<file path="config.mk">
export PLATFORM = sky130hd
export DESIGN_NAME = peatc_tx_arbiter
export DESIGN_NICKNAME = d
export VERILOG_FILES = /design/src/rtl/peatc_tx_arbiter.sv
export SDC_FILE = /design/constraint.sdc
export NUM_CORES = 1
export LEC_CHECK = 0
export ABC_AREA = 1
export CORE_MARGIN = 5
export CORE_UTILIZATION = 45
export CTS_CLUSTER_SIZE = 12
export DETAILED_ROUTE_END_ITERATION = 16
export PLACE_DENSITY_LB_ADDON = 0.15
export SKIP_CTS_REPAIR_TIMING = 1
export SYNTH_ARGS = -nofsm -noshare
export SYNTH_HDL_FRONTEND = slang
export SYNTH_SLANG_ARGS = --single-unit
</file>
<file path="constraint.sdc">
create_clock -name iClk -period 1.8 [get_ports iClk]
set_input_delay 0.27 -clock iClk [delete_from_list [all_inputs] [get_ports iClk]]
set_output_delay 0.27 -clock iClk [all_outputs]
set_load 0.02 [all_outputs]
</file>
<file path="src/rtl/peatc_tx_arbiter.sv">
// Round-robin merge of the GS and RN 16-bit sample streams into tagged 32-bit words for one host FIFO port.
// Grant one cycle after Valid in IDLE, write one cycle after transfer; iTx_Full combinationally drops Ready.
module peatc_tx_arbiter #(
    parameter int         BURST_MAX = 16,
    parameter logic [7:0] TAG_GS    = 8'h47,
    parameter logic [7:0] TAG_RN    = 8'h52
) (
    input  logic        iClk,
    input  logic        iReset,
    input  logic        iGS_Valid,
    input  logic [15:0] i16GS_Data,
    input  logic        iGS_Last,
    output logic        oGS_Ready,
    input  logic        iRN_Valid,
    input  logic [15:0] i16RN_Data,
    input  logic        iRN_Last,
    output logic        oRN_Ready,
    input  logic        iTx_Full,
    output logic        oTx_WriteEn,
    output logic [31:0] o32Tx_Data,
    output logic [1:0]  o2Grant
);

    typedef enum logic [1:0] {
        IDLE   = 2'd0,
        GNT_GS = 2'd1,
        GNT_RN = 2'd2
    } state_t;

    localparam logic [4:0] BURST_LIM = 5'(BURST_MAX);

    state_t      state_q, state_d;
    logic [1:0]  grant_q, grant_d;
    logic        ptr_rn_q, ptr_rn_d;
    logic [4:0]  burst_q, burst_d;
    logic [6:0]  gs_seq_q, gs_seq_d;
    logic [6:0]  rn_seq_q, rn_seq_d;
    logic        wr_en_q, wr_en_d;
    logic [31:0] tx_dat_q, tx_dat_d;

    logic        gs_rdy, rn_rdy;
    logic        gs_xfer, rn_xfer;

    always_comb begin
        gs_rdy  = (state_q == GNT_GS) && !iTx_Full;
        rn_rdy  = (state_q == GNT_RN) && !iTx_Full;
        gs_xfer = gs_rdy && iGS_Valid;
        rn_xfer = rn_rdy && iRN_Valid;
    end

    always_comb begin
        state_d  = state_q;
        ptr_rn_d = ptr_rn_q;
        burst_d  = burst_q;
        gs_seq_d = gs_seq_q;
        rn_seq_d = rn_seq_q;
        wr_en_d  = 1'b0;
        tx_dat_d = tx_dat_q;

        case (state_q)
            IDLE: begin
                // On a tie the pointer names the last-served source, which loses.
                if (iGS_Valid && (!iRN_Valid || ptr_rn_q)) begin
                    state_d  = GNT_GS;
                    ptr_rn_d = 1'b0;
                    burst_d  = 5'd0;
                end else if (iRN_Valid) begin
                    state_d  = GNT_RN;
                    ptr_rn_d = 1'b1;
                    burst_d  = 5'd0;
                end
            end
            GNT_GS: begin
                if (!iGS_Valid) begin
                    state_d = IDLE;
                end else if (gs_xfer) begin
                    burst_d = burst_q + 5'd1;
                    if (iGS_Last || (burst_d == BURST_LIM)) begin
                        state_d = IDLE;
                    end
                end
            end
            GNT_RN: begin
                if (!iRN_Valid) begin
                    state_d = IDLE;
                end else if (rn_xfer) begin
                    burst_d = burst_q + 5'd1;
                    if (iRN_Last || (burst_d == BURST_LIM)) begin
                        state_d = IDLE;
                    end
                end
            end
            default: state_d = IDLE;
        endcase

        // The emitted word carries the pre-increment sequence number.
        if (gs_xfer) begin
            wr_en_d  = 1'b1;
            tx_dat_d = {TAG_GS, iGS_Last, gs_seq_q, i16GS_Data};
            gs_seq_d = iGS_Last ? 7'd0 : gs_seq_q + 7'd1;
        end
        if (rn_xfer) begin
            wr_en_d  = 1'b1;
            tx_dat_d = {TAG_RN, iRN_Last, rn_seq_q, i16RN_Data};
            rn_seq_d = iRN_Last ? 7'd0 : rn_seq_q + 7'd1;
        end

        grant_d = state_d;
    end

    always_ff @(posedge iClk) begin
        if (iReset) begin
            state_q  <= IDLE;
            grant_q  <= 2'b00;
            ptr_rn_q <= 1'b1;
            burst_q  <= 5'd0;
            gs_seq_q <= 7'd0;
            rn_seq_q <= 7'd0;
            wr_en_q  <= 1'b0;
            tx_dat_q <= 32'd0;
        end else begin
            state_q  <= state_d;
            grant_q  <= grant_d;
            ptr_rn_q <= ptr_rn_d;
            burst_q  <= burst_d;
            gs_seq_q <= gs_seq_d;
            rn_seq_q <= rn_seq_d;
            wr_en_q  <= wr_en_d;
            tx_dat_q <= tx_dat_d;
        end
    end

    assign oGS_Ready   = gs_rdy;
    assign oRN_Ready   = rn_rdy;
    assign oTx_WriteEn = wr_en_q;
    assign o32Tx_Data  = tx_dat_q;
    assign o2Grant     = grant_q;

endmodule

</file>
After elaboration in Yosys (flattened, before gate mapping)

Cells that the tools add are included.

Register bits after elaboration: 51
Bits of input ports: 39
Output and inout bits: 37
Logic and storage cells: 65

Add/subtract/negate cells: 3
Equal/unequal tests: 12
Mux-type cells: 24
Reductions and logical operators: 18

Operator list:

| cell                                                                     | number |
|---|---|
| 31-bit two-way mux                                                       | 2 |
| 5-bit two-way mux                                                        | 6 |
| 2-bit two-way mux                                                        | 8 |
| 5-bit case mux with 3 select lines                                       | 1 |
| 7-bit by 1-bit adder with 7-bit output (second input constant)           | 2 |
| 7-bit two-way mux                                                        | 2 |
| 3-bit inequality test (second input constant)                            | 3 |
| 2-bit inequality test (second input constant)                            | 4 |
| 3-bit by 2-bit inequality test with 1-bit output (second input constant) | 2 |
| 2-bit case mux with 3 select lines                                       | 1 |
| 6-bit AND reduction                                                      | 1 |
| 5-bit by 1-bit adder with 5-bit output (second input constant)           | 1 |
| 5-bit == test (second input constant)                                    | 1 |
| 1-bit logical AND                                                        | 5 |
| 5-bit AND reduction                                                      | 1 |
| 1-bit two-way mux                                                        | 4 |
| 2-bit nonzero test                                                       | 2 |
| 1-bit logical OR                                                         | 3 |
| 3-bit nonzero test                                                       | 1 |
| 2-bit by 1-bit == test with 1-bit output (second input constant)         | 1 |
| 2-bit == test (second input constant)                                    | 1 |
| 1-bit zero test                                                          | 2 |
| 2-bit zero test                                                          | 1 |
| 2-bit AND reduction                                                      | 1 |
| 2-bit OR reduction                                                       | 1 |

Depth between registers and ports, before layout

Word-level depth: 7
Depth in mapped cells: 11

Worst setup path before layout

OpenSTA, ideal clock, no wires.

Path kind: flip-flop to flip-flop
Start: reg, netlist name o2Grant[1]
End: reg rn_seq_q[6]
Setup time: 58 ps
Data arrival time: 1714 ps
Setup slack: 28 ps
Cell stages (with the launch flop): 11
Period minus slack after synthesis: 1772 ps
Path through: dfxtp_1 > ha_1 > nand2_1 > nor2_2 > inv_2 > or2_1 > or2_1 > buf_2 > nor2_1 > nand2_1 > nand2_1

RTL lines:

| what                 | RTL line | RTL |
|---|---|---|
| end signal, assigned | 127      | `rn_seq_q <= rn_seq_d;` |
| end, declared        | 37       | `logic [6:0] rn_seq_q, rn_seq_d;` |

==> results.md <==
- The worst setup path is of the flip-flop to flip-flop kind.
- The via count of the first global-routing pass is around 2300.
- The level count of the clock H-tree is 2.
- Detailed routing placed a total of roughly 3300 um of wire on met2.
- Once the floorplan was initialized, standard cells occupied 46.7% of the core.
- The final worst setup slack is about 77 ps.
- The number of placed instances, taps included, is 489.
- Setup violations remaining at the end of the flow were counted as 0.
- TritonCTS built the clock tree.
- The worst hold path passes through 2 cells.
- For this run, the number of Yosys warnings is 0.
- Detailed placement ended at an HPWL of 4750 um.
- The standard-cell row count is 26.
- Detailed routing inserted a total of ~2400 vias.
- The total routed wire length on the met1 layer is about 2800 um.
- The run finished with clean final reports.
- The last weighted congestion value of the routability-driven placer is between 0.8 and 0.9.
- The highest metal layer with signal wires is met4.
- The pre-antenna-repair detailed-routing pass consisted of 4 iterations.
- The class of the tightest hold or removal check is flip-flop to flip-flop.
- The maximum number of pins on one net before global-route repair is 31.
- The setup check on the worst reg-to-reg path leaves a slack of around 77 ps.
- The endpoint identified for the worst register-to-register timing path is o32Tx_Data[17]$_SDFFE_PP0P_.
- Fill cells in the final layout number roughly 500.
- The routed design could run at a clock period as short as roughly 1700 ps.
- The number of sinks on the clock net is 50.
- The number of max-slew violations in the final report was 0.
- The number of nets in the layout is about 470.
- Of all nets on the critical path, the largest fanout is 15.
- The core box area is a little over 0.005 mm2.
- The total power of the final layout is about 3.0 mW.
- The number of different library cells used by synthesis comes to 26.
- The power density over the cells is around 870 mW/mm2.
- The number of nets still failing antenna checks after routing is 0.
- For this run the aggregate overflow at the end of global routing stands at 0.
- The leakage power figure is about 1.5 nW.
- The worst-case IR drop observed on VDD is ~670 uV.
- The per-cell via count in the routed design is 4.81.
- The critical path capture point type is a flip-flop.
- The tree is rooted in a clkbuf_8.
- The finished layout holds about 500 standard cells, fillers aside.
- Prior to clock tree synthesis, the placed netlist has a worst setup slack of -25.7 ps.
- Static timing analysis puts the maximum clock frequency at roughly 580 MHz.
- The final number of hold-violating endpoints is 0.
- The worst setup path is launched from a flip-flop.
- The cell area after technology mapping is approximately 0.0024 mm2.
- For this run, the register share of the synthesized area comes to between 40% and 50%.
- The final-layout worst hold slack is roughly 460 ps.
- At the worst endpoint, the required time is 2030 ps.
- For hold timing, the worst endpoint is o32Tx_Data[23]$_SDFFE_PP0P_.
- Adding up every negative setup slack in the final design gives 0 ps.
- The worst-case clock buffer depth is 2.
- The first global-routing pass estimated around 10000 um of wire.
- The full die area is 0.00689 mm2.
- The routed length on met3 is about 280 um.
- The number of antenna diodes in the final layout is 0.
- The clock tree skew after final layout is 8.37 ps.
- The number of antenna violations at the first check in global routing is 0.
- The number of buffers added by the clock tree synthesis step is 5.
- After synthesis the netlist holds a flip-flop and latch count of 50.
- In the routed design, unresolved DRC markers number 0.
- In the final layout, the share of cells above drive strength 1 is roughly 8.6%.
- The growth of design area from synthesis to finish is 42.3%.
- The clock reaches the later pin of the worst-skew pair after ~300 ps.
- The total of buffers placed on input and output ports is ~70.
- The worst path uses between 90 and 100% of the clock period.
- Tracing the worst setup path back leads to its startpoint at o2Grant[0]$_SDFFE_PP0P_.
- The count of cells along the worst register-to-register path is 10.
- For the worst setup path, the data arrival time is 1960 ps.
- The aggregate global-route resource usage is approximately 18%.
- The critical hold path startpoint is o32Tx_Data[23]$_SDFFE_PP0P_.
- After detailed routing, the average wire length per cell comes to ~13 um.
- The total I/O pin count is 76.
- The origin of the critical flop-to-flop path is o2Grant[0]$_SDFFE_PP0P_.
- The register clock-pin slew on the reported worst setup and hold paths is 90 ps.
- The number of DRC violations after detailed-routing iteration 0 is between 100 and 150.
- Summed over all layers, the routed wires come to between 6000 and 7000 um.
- The number of instances in the synthesized netlist is 345.
- The average cell area after synthesis is about 7.0 um2.
- The chip width is around 83 um.
- The floorplan step set the die height to ~83 um.
- Across the run, the number of max-cap violations was 0.
## synthesized netlist by cell type (all sizes together)
| library cell | n | share of area (%) |
|---|---|---|
| nor3 | 6 | 1.3 |
| xnor2 | 1 | 0.37 |
| xor2 | 3 | 1.1 |
| o21ai | 16 | 3.3 |
| buf | 10 | 2.7 |
| a211oi | 1 | 0.31 |
| dfxtp | 50 | 42 |
| ha | 7 | 3.7 |
| clkbuf | 7 | 1.1 |
| nand4 | 3 | 0.78 |
| inv | 50 | 7.8 |
| a22oi | 16 | 5.0 |
| o22ai | 6 | 1.6 |
| nor2 | 30 | 4.8 |
| nand2 | 92 | 15 |
| and2 | 1 | 0.26 |
| conb | 1 | 0.16 |
| or2 | 2 | 0.52 |
| a21oi | 28 | 5.8 |
| a31oi | 2 | 0.52 |
| nand3 | 13 | 2.7 |
## where the power goes
group | leakage (nW) | internal [mW] | switching [mW]
Sequential | 0.406 | 1.22 | 0.0992
Clock | 0.0441 | 0.274 | 0.375
Combinational | 1.09 | 0.450 | 0.545
## how the worst max path moves through the flow
| stage | cells after the start | slack, ps | endpoint |
|---|---|---|---|
| 6_report | 10 | 80 | o32Tx_Data[17]$_SDFFE_PP0P_ |
| 3_5_place_dp | 10 | -30 | burst_q[1]$_SDFFE_PP0P_ |
| 3_3_place_gp | 10 | 20 | burst_q[1]$_SDFFE_PP0P_ |
| 2_1_floorplan | 10 | 30 | rn_seq_q[6]$_SDFFE_PP0P_ |
| 5_1_grt | 10 | -20 | o32Tx_Data[17]$_SDFFE_PP0P_ |
| 4_1_cts | 5 | -230 | oRN_Ready |
## critical path, stage by stage, from the launching register on
cell and delay [ps]:
dfxtp_2 350, inv_2 70, ha_2 190, nand2_1 100, buf_4 150, nand2_1 80
nand2_2 110, buf_12 170, a21oi_1 140, o21ai_0 140, a21oi_1 160
## cell type report
class / instances / area [um2] / share of cell area, %
Multi-Input combinational cell: 230 / 1140 / 33.6
Sequential cell: 50 / 1000 / 29.4
Timing Repair Buffer: 91 / 898 / 26.3
Inverter: 50 / 188 / 5.50
Tap cell: 70 / 87.6 / 2.57
Clock buffer: 5 / 68.8 / 2.02
Clock inverter: 3 / 21.3 / 0.623
## stage by stage
step,util (%),instance area (um2)
finish,66.4,3410
CTS,65.3,3350
global route,66.4,3410
detailed placement,63.5,3260
global placement,63.5,3260
floorplan,-,2410
## cell usage in the layout, fill, tap and decap left out
| cell type | synthesis | final |
|---|---|---|
| clkinv_4 | 0 | 1 |
| conb_1 | 1 | 3 |
| nand2_2 | 1 | 3 |
| a31oi_1 | 2 | 2 |
| nor2_4 | 0 | 1 |
| o21ai_0 | 16 | 16 |
| inv_2 | 1 | 2 |
| nor3_1 | 6 | 6 |
| dfxtp_2 | 0 | 2 |
| o22ai_1 | 6 | 6 |
| a21oi_1 | 28 | 28 |
| inv_1 | 49 | 48 |
| clkdlybuf4s50_1 | 0 | 70 |
| ha_1 | 7 | 6 |
| nand4_1 | 3 | 3 |
| buf_4 | 6 | 17 |
| dlymetal6s2s_1 | 0 | 2 |
| a211oi_1 | 1 | 1 |
| ha_2 | 0 | 1 |
| nand3_1 | 13 | 13 |
| or2_1 | 2 | 2 |
| clkinvlp_4 | 0 | 1 |
| nand2_1 | 91 | 89 |
| buf_12 | 0 | 1 |
| xnor2_1 | 1 | 1 |
| clkbuf_16 | 0 | 1 |
| a22oi_2 | 0 | 1 |
| a22oi_1 | 16 | 15 |
| clkbuf_8 | 0 | 5 |
| xor2_1 | 3 | 3 |
| clkinv_2 | 0 | 1 |
| and2_1 | 1 | 1 |
| dfxtp_1 | 50 | 48 |
| nor2_1 | 29 | 29 |
## per-layer routing
metal  track usage, %  vias to the layer above
met4             4.46                        0
li1                 -                     1262
met5                0                        -
met1             20.3                     1091
met2             33.4                       44
met3             4.65                        4
## state kept, by name, summed over array words and instances (netlist names)
name,count
ptr_rn_q,1
gs_seq_q,7
burst_q,5
o2Grant,2
o32Tx_Data,27
rn_seq_q,7
oTx_WriteEn,1
## logic make-up (layout without fill, tap and decap cells)
| logic type | Yosys count | in the layout | share of synthesized area (%) |
|---|---|---|---|
| AO/OA/AOI/OAI | 69 | 69 | 16.6 |
| buffers and inverters | 67 | 149 | 11.6 |
| flip-flops | 50 | 50 | 41.7 |
| XOR/XNOR | 4 | 4 | 1.46 |
| adder cells (fa/ha/maj) | 7 | 7 | 3.65 |
| AND/OR/NAND/NOR | 147 | 147 | 24.8 |
| other | 1 | 3 | 0.156 |
(Power assumes the default switching activity.)
